--- src/rtl/rs_sched.sv ---
// rs_sched: reservation station sitting directly behind the register alias
// table. Renamed instructions are captured with their operands (value or
// producer tag), waiting operands are woken by snooping the writeback bus,
// and one ready instruction per cycle is handed to a single functional unit
// through a registered valid/stall interface.
// Optional build macro: RS_AGE_SELECT_EN -- when defined, an age matrix picks
// the oldest ready entry; otherwise the lowest-index ready entry issues.

module rs_sched #(
    parameter int NENT = 8,
    parameter int OPW  = 8
) (
    input  logic           clk,
    input  logic           rst,
    input  logic           rename_rs_valid,
    input  logic [OPW-1:0] rename_rs_op,
    input  logic [7:0]     rename_rs_robid,
    input  logic [5:0]     rename_rs_rd,
    input  logic           rat_rs1_valid,
    input  logic [31:0]    rat_rs1_tagval,
    input  logic           rat_rs2_valid,
    input  logic [31:0]    rat_rs2_tagval,
    output logic           rs_stall,
    input  logic           wb_valid,
    input  logic           wb_error,
    input  logic [7:0]     wb_robid,
    input  logic [31:0]    wb_result,
    input  logic           rob_flush,
    output logic           rs_fu_valid,
    input  logic           fu_rs_stall,
    output logic [OPW-1:0] rs_fu_op,
    output logic [7:0]     rs_fu_robid,
    output logic [5:0]     rs_fu_rd,
    output logic [31:0]    rs_fu_op1,
    output logic [31:0]    rs_fu_op2
);

    localparam int IDXW = (NENT > 1) ? $clog2(NENT) : 1;

    // Entry storage
    logic [NENT-1:0] busy_q, busy_d;
    logic [NENT-1:0] rdy1_q, rdy1_d;
    logic [NENT-1:0] rdy2_q, rdy2_d;
    logic [OPW-1:0]  op_q    [NENT];
    logic [OPW-1:0]  op_d    [NENT];
    logic [7:0]      robid_q [NENT];
    logic [7:0]      robid_d [NENT];
    logic [5:0]      rd_q    [NENT];
    logic [5:0]      rd_d    [NENT];
    logic [31:0]     val1_q  [NENT];
    logic [31:0]     val1_d  [NENT];
    logic [31:0]     val2_q  [NENT];
    logic [31:0]     val2_d  [NENT];

    // Issue register
    logic            fuValid_q;
    logic [OPW-1:0]  fuOp_q;
    logic [7:0]      fuRobid_q;
    logic [5:0]      fuRd_q;
    logic [31:0]     fuOp1_q;
    logic [31:0]     fuOp2_q;

    // Control
    logic            wbWake;
    logic            insEn;
    logic            freeFound;
    logic [IDXW-1:0] freeIdx;
    logic            ins1Match;
    logic            ins2Match;
    logic            ins1Rdy;
    logic            ins2Rdy;
    logic [31:0]     ins1Val;
    logic [31:0]     ins2Val;
    logic [NENT-1:0] wake1Vec;
    logic [NENT-1:0] wake2Vec;
    logic [NENT-1:0] readyVec;
    logic [NENT-1:0] grantVec;
    logic            selFound;
    logic [IDXW-1:0] selIdx;
    logic            issueOpen;
    logic            issueLoad;
    logic            unusedBits;

    // Only the low seven bits of a ROB id take part in tag matching.
    assign unusedBits = wb_robid[7];

    assign rs_stall  = &busy_q;
    assign wbWake    = wb_valid & ~wb_error;
    assign insEn     = rename_rs_valid & ~rs_stall;
    assign readyVec  = busy_q & rdy1_q & rdy2_q;
    assign issueOpen = ~fuValid_q | ~fu_rs_stall;
    assign issueLoad = issueOpen & selFound & ~rob_flush;

    // An operand arriving from the RAT as a tag can be satisfied by the very
    // broadcast happening in its insert cycle.
    assign ins1Match = wbWake & ~rat_rs1_valid & (rat_rs1_tagval[6:0] == wb_robid[6:0]);
    assign ins2Match = wbWake & ~rat_rs2_valid & (rat_rs2_tagval[6:0] == wb_robid[6:0]);
    assign ins1Rdy   = rat_rs1_valid | ins1Match;
    assign ins2Rdy   = rat_rs2_valid | ins2Match;
    assign ins1Val   = ins1Match ? wb_result : rat_rs1_tagval;
    assign ins2Val   = ins2Match ? wb_result : rat_rs2_tagval;

    // Lowest-index free slot receives the next insert.
    always_comb begin
        freeFound = 1'b0;
        freeIdx   = '0;
        for (int i = 0; i < NENT; i++) begin
            if (!busy_q[i] && !freeFound) begin
                freeFound = 1'b1;
                freeIdx   = IDXW'(i);
            end
        end
    end

    // Per-entry wakeup match against the current writeback broadcast.
    always_comb begin
        wake1Vec = '0;
        wake2Vec = '0;
        for (int i = 0; i < NENT; i++) begin
            wake1Vec[i] = wbWake & busy_q[i] & ~rdy1_q[i] & (val1_q[i][6:0] == wb_robid[6:0]);
            wake2Vec[i] = wbWake & busy_q[i] & ~rdy2_q[i] & (val2_q[i][6:0] == wb_robid[6:0]);
        end
    end

`ifdef RS_AGE_SELECT_EN
    // older_q[i][j] set means entry j was inserted before entry i.
    logic [NENT-1:0] older_q [NENT];
    logic [NENT-1:0] older_d [NENT];

    // A ready entry is granted only when no older entry is also ready.
    always_comb begin
        grantVec = '0;
        for (int i = 0; i < NENT; i++) begin
            grantVec[i] = readyVec[i] & ~|(older_q[i] & readyVec);
        end
    end

    // A new entry is younger than every busy entry and older than nobody.
    always_comb begin
        older_d = older_q;
        if (insEn) begin
            for (int i = 0; i < NENT; i++) begin
                older_d[i][freeIdx] = 1'b0;
            end
            older_d[freeIdx]          = busy_q;
            older_d[freeIdx][freeIdx] = 1'b0;
        end
    end

    // Age matrix storage.
    always_ff @(posedge clk or posedge rst) begin
        if (rst) begin
            for (int i = 0; i < NENT; i++) begin
                older_q[i] <= '0;
            end
        end else begin
            older_q <= older_d;
        end
    end
`else
    assign grantVec = readyVec;
`endif

    // Priority-encode the grant vector to the issuing slot.
    always_comb begin
        selFound = 1'b0;
        selIdx   = '0;
        for (int i = 0; i < NENT; i++) begin
            if (grantVec[i] && !selFound) begin
                selFound = 1'b1;
                selIdx   = IDXW'(i);
            end
        end
    end

    // Entry next state: wakeups, issue free, insert, then flush overriding all.
    always_comb begin
        busy_d  = busy_q;
        rdy1_d  = rdy1_q;
        rdy2_d  = rdy2_q;
        op_d    = op_q;
        robid_d = robid_q;
        rd_d    = rd_q;
        val1_d  = val1_q;
        val2_d  = val2_q;
        for (int i = 0; i < NENT; i++) begin
            if (wake1Vec[i]) begin
                rdy1_d[i] = 1'b1;
                val1_d[i] = wb_result;
            end
            if (wake2Vec[i]) begin
                rdy2_d[i] = 1'b1;
                val2_d[i] = wb_result;
            end
        end
        if (issueLoad) begin
            busy_d[selIdx] = 1'b0;
        end
        if (insEn) begin
            busy_d[freeIdx]  = 1'b1;
            rdy1_d[freeIdx]  = ins1Rdy;
            rdy2_d[freeIdx]  = ins2Rdy;
            op_d[freeIdx]    = rename_rs_op;
            robid_d[freeIdx] = rename_rs_robid;
            rd_d[freeIdx]    = rename_rs_rd;
            val1_d[freeIdx]  = ins1Val;
            val2_d[freeIdx]  = ins2Val;
        end
        if (rob_flush) begin
            busy_d = '0;
        end
    end

    // Entry storage registers.
    always_ff @(posedge clk or posedge rst) begin
        if (rst) begin
            busy_q <= '0;
            rdy1_q <= '0;
            rdy2_q <= '0;
            for (int i = 0; i < NENT; i++) begin
                op_q[i]    <= '0;
                robid_q[i] <= '0;
                rd_q[i]    <= '0;
                val1_q[i]  <= '0;
                val2_q[i]  <= '0;
            end
        end else begin
            busy_q  <= busy_d;
            rdy1_q  <= rdy1_d;
            rdy2_q  <= rdy2_d;
            op_q    <= op_d;
            robid_q <= robid_d;
            rd_q    <= rd_d;
            val1_q  <= val1_d;
            val2_q  <= val2_d;
        end
    end

    // Issue register: holds while stalled, otherwise loads the selected entry.
    always_ff @(posedge clk or posedge rst) begin
        if (rst) begin
            fuValid_q <= 1'b0;
            fuOp_q    <= '0;
            fuRobid_q <= '0;
            fuRd_q    <= '0;
            fuOp1_q   <= '0;
            fuOp2_q   <= '0;
        end else if (rob_flush) begin
            fuValid_q <= 1'b0;
        end else if (issueOpen) begin
            fuValid_q <= selFound;
            if (selFound) begin
                fuOp_q    <= op_q[selIdx];
                fuRobid_q <= robid_q[selIdx];
                fuRd_q    <= rd_q[selIdx];
                fuOp1_q   <= val1_q[selIdx];
                fuOp2_q   <= val2_q[selIdx];
            end
        end
    end

    assign rs_fu_valid = fuValid_q;
    assign rs_fu_op    = fuOp_q;
    assign rs_fu_robid = fuRobid_q;
    assign rs_fu_rd    = fuRd_q;
    assign rs_fu_op1   = fuOp1_q;
    assign rs_fu_op2   = fuOp2_q;

endmodule

--- config.mk ---
export PLATFORM = sky130hd
export DESIGN_NAME = rs_sched
export DESIGN_NICKNAME = d
export VERILOG_FILES = /design/src/rtl/rs_sched.sv
export SDC_FILE = /design/constraint.sdc
export NUM_CORES = 2
export LEC_CHECK = 0
export ABC_AREA = 1
export BUFFER_PORTS_ARGS = -buffer_cell sky130_fd_sc_hd__clkbuf_2
export CORE_MARGIN = 1
export CORE_UTILIZATION = 45
export DETAILED_ROUTE_END_ITERATION = 10
export SLEW_MARGIN = 15
export SYNTH_ARGS = -nofsm -noshare
export SYNTH_HDL_FRONTEND = slang
export SYNTH_SLANG_ARGS = --single-unit
--- constraint.sdc ---
create_clock -name clk -period 34.9 [get_ports clk]
set_input_delay 8.725 -clock clk [delete_from_list [all_inputs] [get_ports clk]]
set_output_delay 8.725 -clock clk [all_outputs]
set_load 0.1 [all_outputs]
# Word-level counts from Yosys, hierarchy flattened

Index checks and enable logic that the tools add are counted.

Order comparisons: 7
Eq/ne operators: 18
Multiplexer cells: 104
Bitwise logic cells: 81
Reductions and logical operators: 40

Operators with widths:

| cell               | count |
|---|---|
| $mux 32            | 23 |
| $bwmux 256         | 2 |
| $mux 256           | 2 |
| $bmux 32 s3        | 2 |
| $bwmux 64          | 2 |
| $eq 7x7->1         | 18 |
| $demux 32 s3       | 1 |
| $mux 8             | 10 |
| $and 1x1->1        | 48 |
| $bmux 8 s3         | 2 |
| $bwmux 48          | 1 |
| $mux 1             | 37 |
| $mux 3             | 12 |
| $and 8x8->8        | 3 |
| $demux 8 s3        | 1 |
| $not 1->1          | 23 |
| $logic_not 1->1    | 20 |
| $bmux 6 s3         | 1 |
| $demux 6 s3        | 1 |
| $mux 6             | 3 |
| $logic_and 1x1->1  | 17 |
| $bwmux 8           | 2 |
| $ge 4x4->1 const B | 2 |
| $lt 3x4->1 const B | 2 |
| other kinds (10)   | 15 |

Flip-flop bits (word level): 799
Bits of input ports: 135
Output and inout port bits: 88
Word-level logic and storage cells: 299

# Longest topological paths before layout

Depth in word-level cells: 34
Depth in mapped cells: 15
Depth with buffers taken out: 13

# Worst setup path after synthesis

No wires, ideal clock.

Kind: input port to flip-flop
From: input wb_robid[5]
To: register val1_q[184] (netlist bit)
Setup time: 0.136 ns
Arrival time: 10.207 ns
Required time: 34.764 ns
Path slack: 24.557 ns
Stages: 9
Buffers on the path: 4
Path through: buf_2 -> buf_6 -> xor2_1 -> nor4_1 -> nand2_1 -> buf_6 -> buf_6 -> o21ai_2 -> mux2i_1

RTL lines:

| element              | line | source |
|---|---|---|
| start, declared      | 26   | `input logic [7:0] wb_robid,` |
| end signal, assigned | 234  | `val1_q <= val1_d;` |
| end, declared        | 50   | `logic [31:0] val1_q [NENT];` |

==> reports/metrics.yaml <==
post_cts_resized: 0
post-dp-hpwl_um: 93890
layout-drive-gt1-share: 0.08227
synthCells: 6371
synth_area_leaders: "dfrtp_1 44%, nand2_1 15%, o21ai_0 11%, nand3_1 6.3%, inv_1 6.2%"
postSynth.asyncResetShare: 1.000
critPathKind: "in2async"
worstPathArrival_ps: 12640
p_per_area_nw_per_um2: 61.05
finClkSkew_ps: 37.46
syn_avg_cell_area_um2: 7.071
max_cap_violations: 0
ios: 223
grt_util_all_layers: 0.3188
placementRows: 115
min_period_ps: 11920
drt-pass1-iter-count: 7
antenna_found_initial: 12
final_common_cell: "nand2_1"
yosysTopAreaCell: "dfrtp_1"
die_w_um: 318.4
peakVddDrop_mv: 0.05545
drt_iter0_drc: 4769
setup_tns_ps: 0
syn-num-nets: 6506
ys_seq_area_frac: 0.4438
cts_buffer_depth: 3
ctsHtreeMaxLevel: 3
power.leakage_nw: 23.75
synth_edf_count: 0
crit_fanout: 158
hp-class: "reg2reg"
clock-sinks: 799
fin_nets: 6411
most-common-layout-cells: "1780 x nand2_1, 962 x o21ai_0, 799 x dfrtp_1, 744 x inv_1, 570 x nand3_1"
setup_viol: 0
min_period_over_period: 0.3417
hold_violations: 0
port_buffers: 221
wl_um: 163300
grt_pass1_vias: 38230
fill_cells: 9994
status: "completed"
critPathRequiredTime_ps: 35620
ys_warn_count: 0
grt.overflow.total: 0
placed_area_um2: 46300
area_growth_pct: 9.604
wire_per_inst_um: 21.39
rsz0062_at_grt: "false"
drc: 0
ctsHoldBuffers: 0
grt_max_degree: 159
synthDistinctLibCells: 46
grt_pass1_wl_um: 245900
core_area_um2: 98850
slew_violations: 0
synth-seq-cells: 799
ant_nets: 0
cts_buffers: 94
clk_pin_slew_worst_paths_ps: 50
worst_slew_pin_slew_ps: 1270
slew_headroom: 0.1507
die_y_um: 318.4
synth_top_area_share: 0.4438
synth_area_um2: 45050
fmax_mhz: 83.86
start_util: 0.4557
insertion_delay_ps: 690
cp-start-kind: "input port"
vias: 42010
fin_area_um2: 49380
cts_tree: "yes"
clockRootBuffer: "clkbuf_16"
postCtsSetupRepairBufs: 0
ys.flop_type: "dfrtp_1"
gp_congestion: 0.9848
die_area_um2: 101400
power_mw: 3.015
endpoint_kind: "asynchronous set/reset pin"
viasPerCell: 5.502
-- kinds of logic after synthesis --
| kind of cell | share of synthesized area |
|---|---|
| muxes | 0.004221 |
| buffers and inverters | 0.1117 |
| AOI/OAI and AO/OA | 0.1689 |
| DFF | 0.4438 |
| xor gates and xnor gates | 0.009526 |
| and+or+nand+nor | 0.2618 |
-- report_power, final --
part	switching [mW]	leakage (nW)	internal, mW
clock network	0.409	1.51	0.590
registers	0.0783	9.67	1.07
logic	0.679	12.6	0.189
total	1.17	23.8	1.85
-- synthesized netlist by cell type (2+ instances only) --
library cell  number
nand2_1         1791
o21ai_0          962
dfrtp_1          799
inv_1            746
nand3_1          571
nor2_1           418
clkbuf_1         273
o211ai_1         129
o21ai_1          124
buf_2            116
a21oi_1           89
o21ai_2           50
buf_1             37
buf_4             33
xor2_1            31
nor3_1            26
nand4_1           23
o22ai_1           22
mux2i_1           19
xnor2_1           18
buf_6             17
nor4_1            13
inv_2             10
nand3b_1           8
o21ai_4            7
nor2_2             5
nand2_2            4
nor3b_1            4
a211oi_1           3
nand4_2            3
and2_1             2
nand3_2            2
nor3_2             2
or2_1              2
-- metal layers --
metal | GRT usage | routed length [um]
met1 | 0.4530 | 72290
met2 | 0.4807 | 70290
met3 | 0.06201 | 14970
met4 | 0.1173 | 5679
met5 | 0 | 89
-- metrics by stage --
| step | hold slack, ps | setup slack, ps | instances | util |
|---|---|---|---|---|
| after floorplan | 453.0 | 3738 | 6371 | - |
| after CTS | 485.5 | 22790 | 7632 | 0.4994 |
| final | 480.1 | 22980 | 7635 | 0.4995 |
| after detailed placement | 472.3 | 22050 | 7467 | 0.4683 |
| after global routing | 498.3 | 22370 | 7633 | 0.4995 |
| after global placement | 465.7 | 22030 | 7467 | 0.4683 |
-- worst max-delay path: stages --
cell and delay (ps):
clkbuf_2 120, inv_8 510, buf_12 680, buf_4 740
buf_4 830, buf_4 770
-- layout make-up --
cell class / instances / area (um^2) / area share
Multi-Input combinational cell: 4338 / 20190 / 0.4090
Sequential cell: 799 / 19990 / 0.4049
Clock buffer: 153 / 2888 / 0.05848
Inverter: 758 / 2873 / 0.05818
Timing Repair Buffer: 285 / 1624 / 0.03289
Tap cell: 1287 / 1610 / 0.03261
Clock inverter: 12 / 186.4 / 0.003776
Antenna cell: 3 / 7.507 / 0.0001520
-- state kept, by name (all words and copies together) (netlist names) --
name / flops
rs_fu_op1: 32
rs_fu_rd: 6
rs_fu_op: 8
val2_q: 256
robid_q: 64
val1_q: 256
rs_fu_valid: 1
rs_fu_robid: 8
busy_q: 8
rs_fu_op2: 32
rdy2_q: 8
rdy1_q: 8
op_q: 64
rd_q: 48
-- final timing paths --
path / cells past startpoint / endpoint / slack (ps) / startpoint
worst min-delay path: 2 / robid_q[43]$_DFFE_PP0P_ / 480 / robid_q[43]$_DFFE_PP0P_
worst max-delay path: 6 / val2_q[22]$_DFF_PP0_ / 22980 / rst
worst min register to register: 2 / robid_q[43]$_DFFE_PP0P_ / 480 / robid_q[43]$_DFFE_PP0P_
worst max register to register: 13 / rs_fu_op2[2]$_DFFE_PP0N_ / 30340 / rdy2_q[0]$_DFF_PP0_
min in group asynchronous: 2 / rs_fu_robid[2]$_DFFE_PP0N_ / 8180 / rst
max in group clk: 10 / val2_q[75]$_DFF_PP0_ / 23150 / wb_robid[2]
Note: power is estimated with default switching activity, not from simulation.
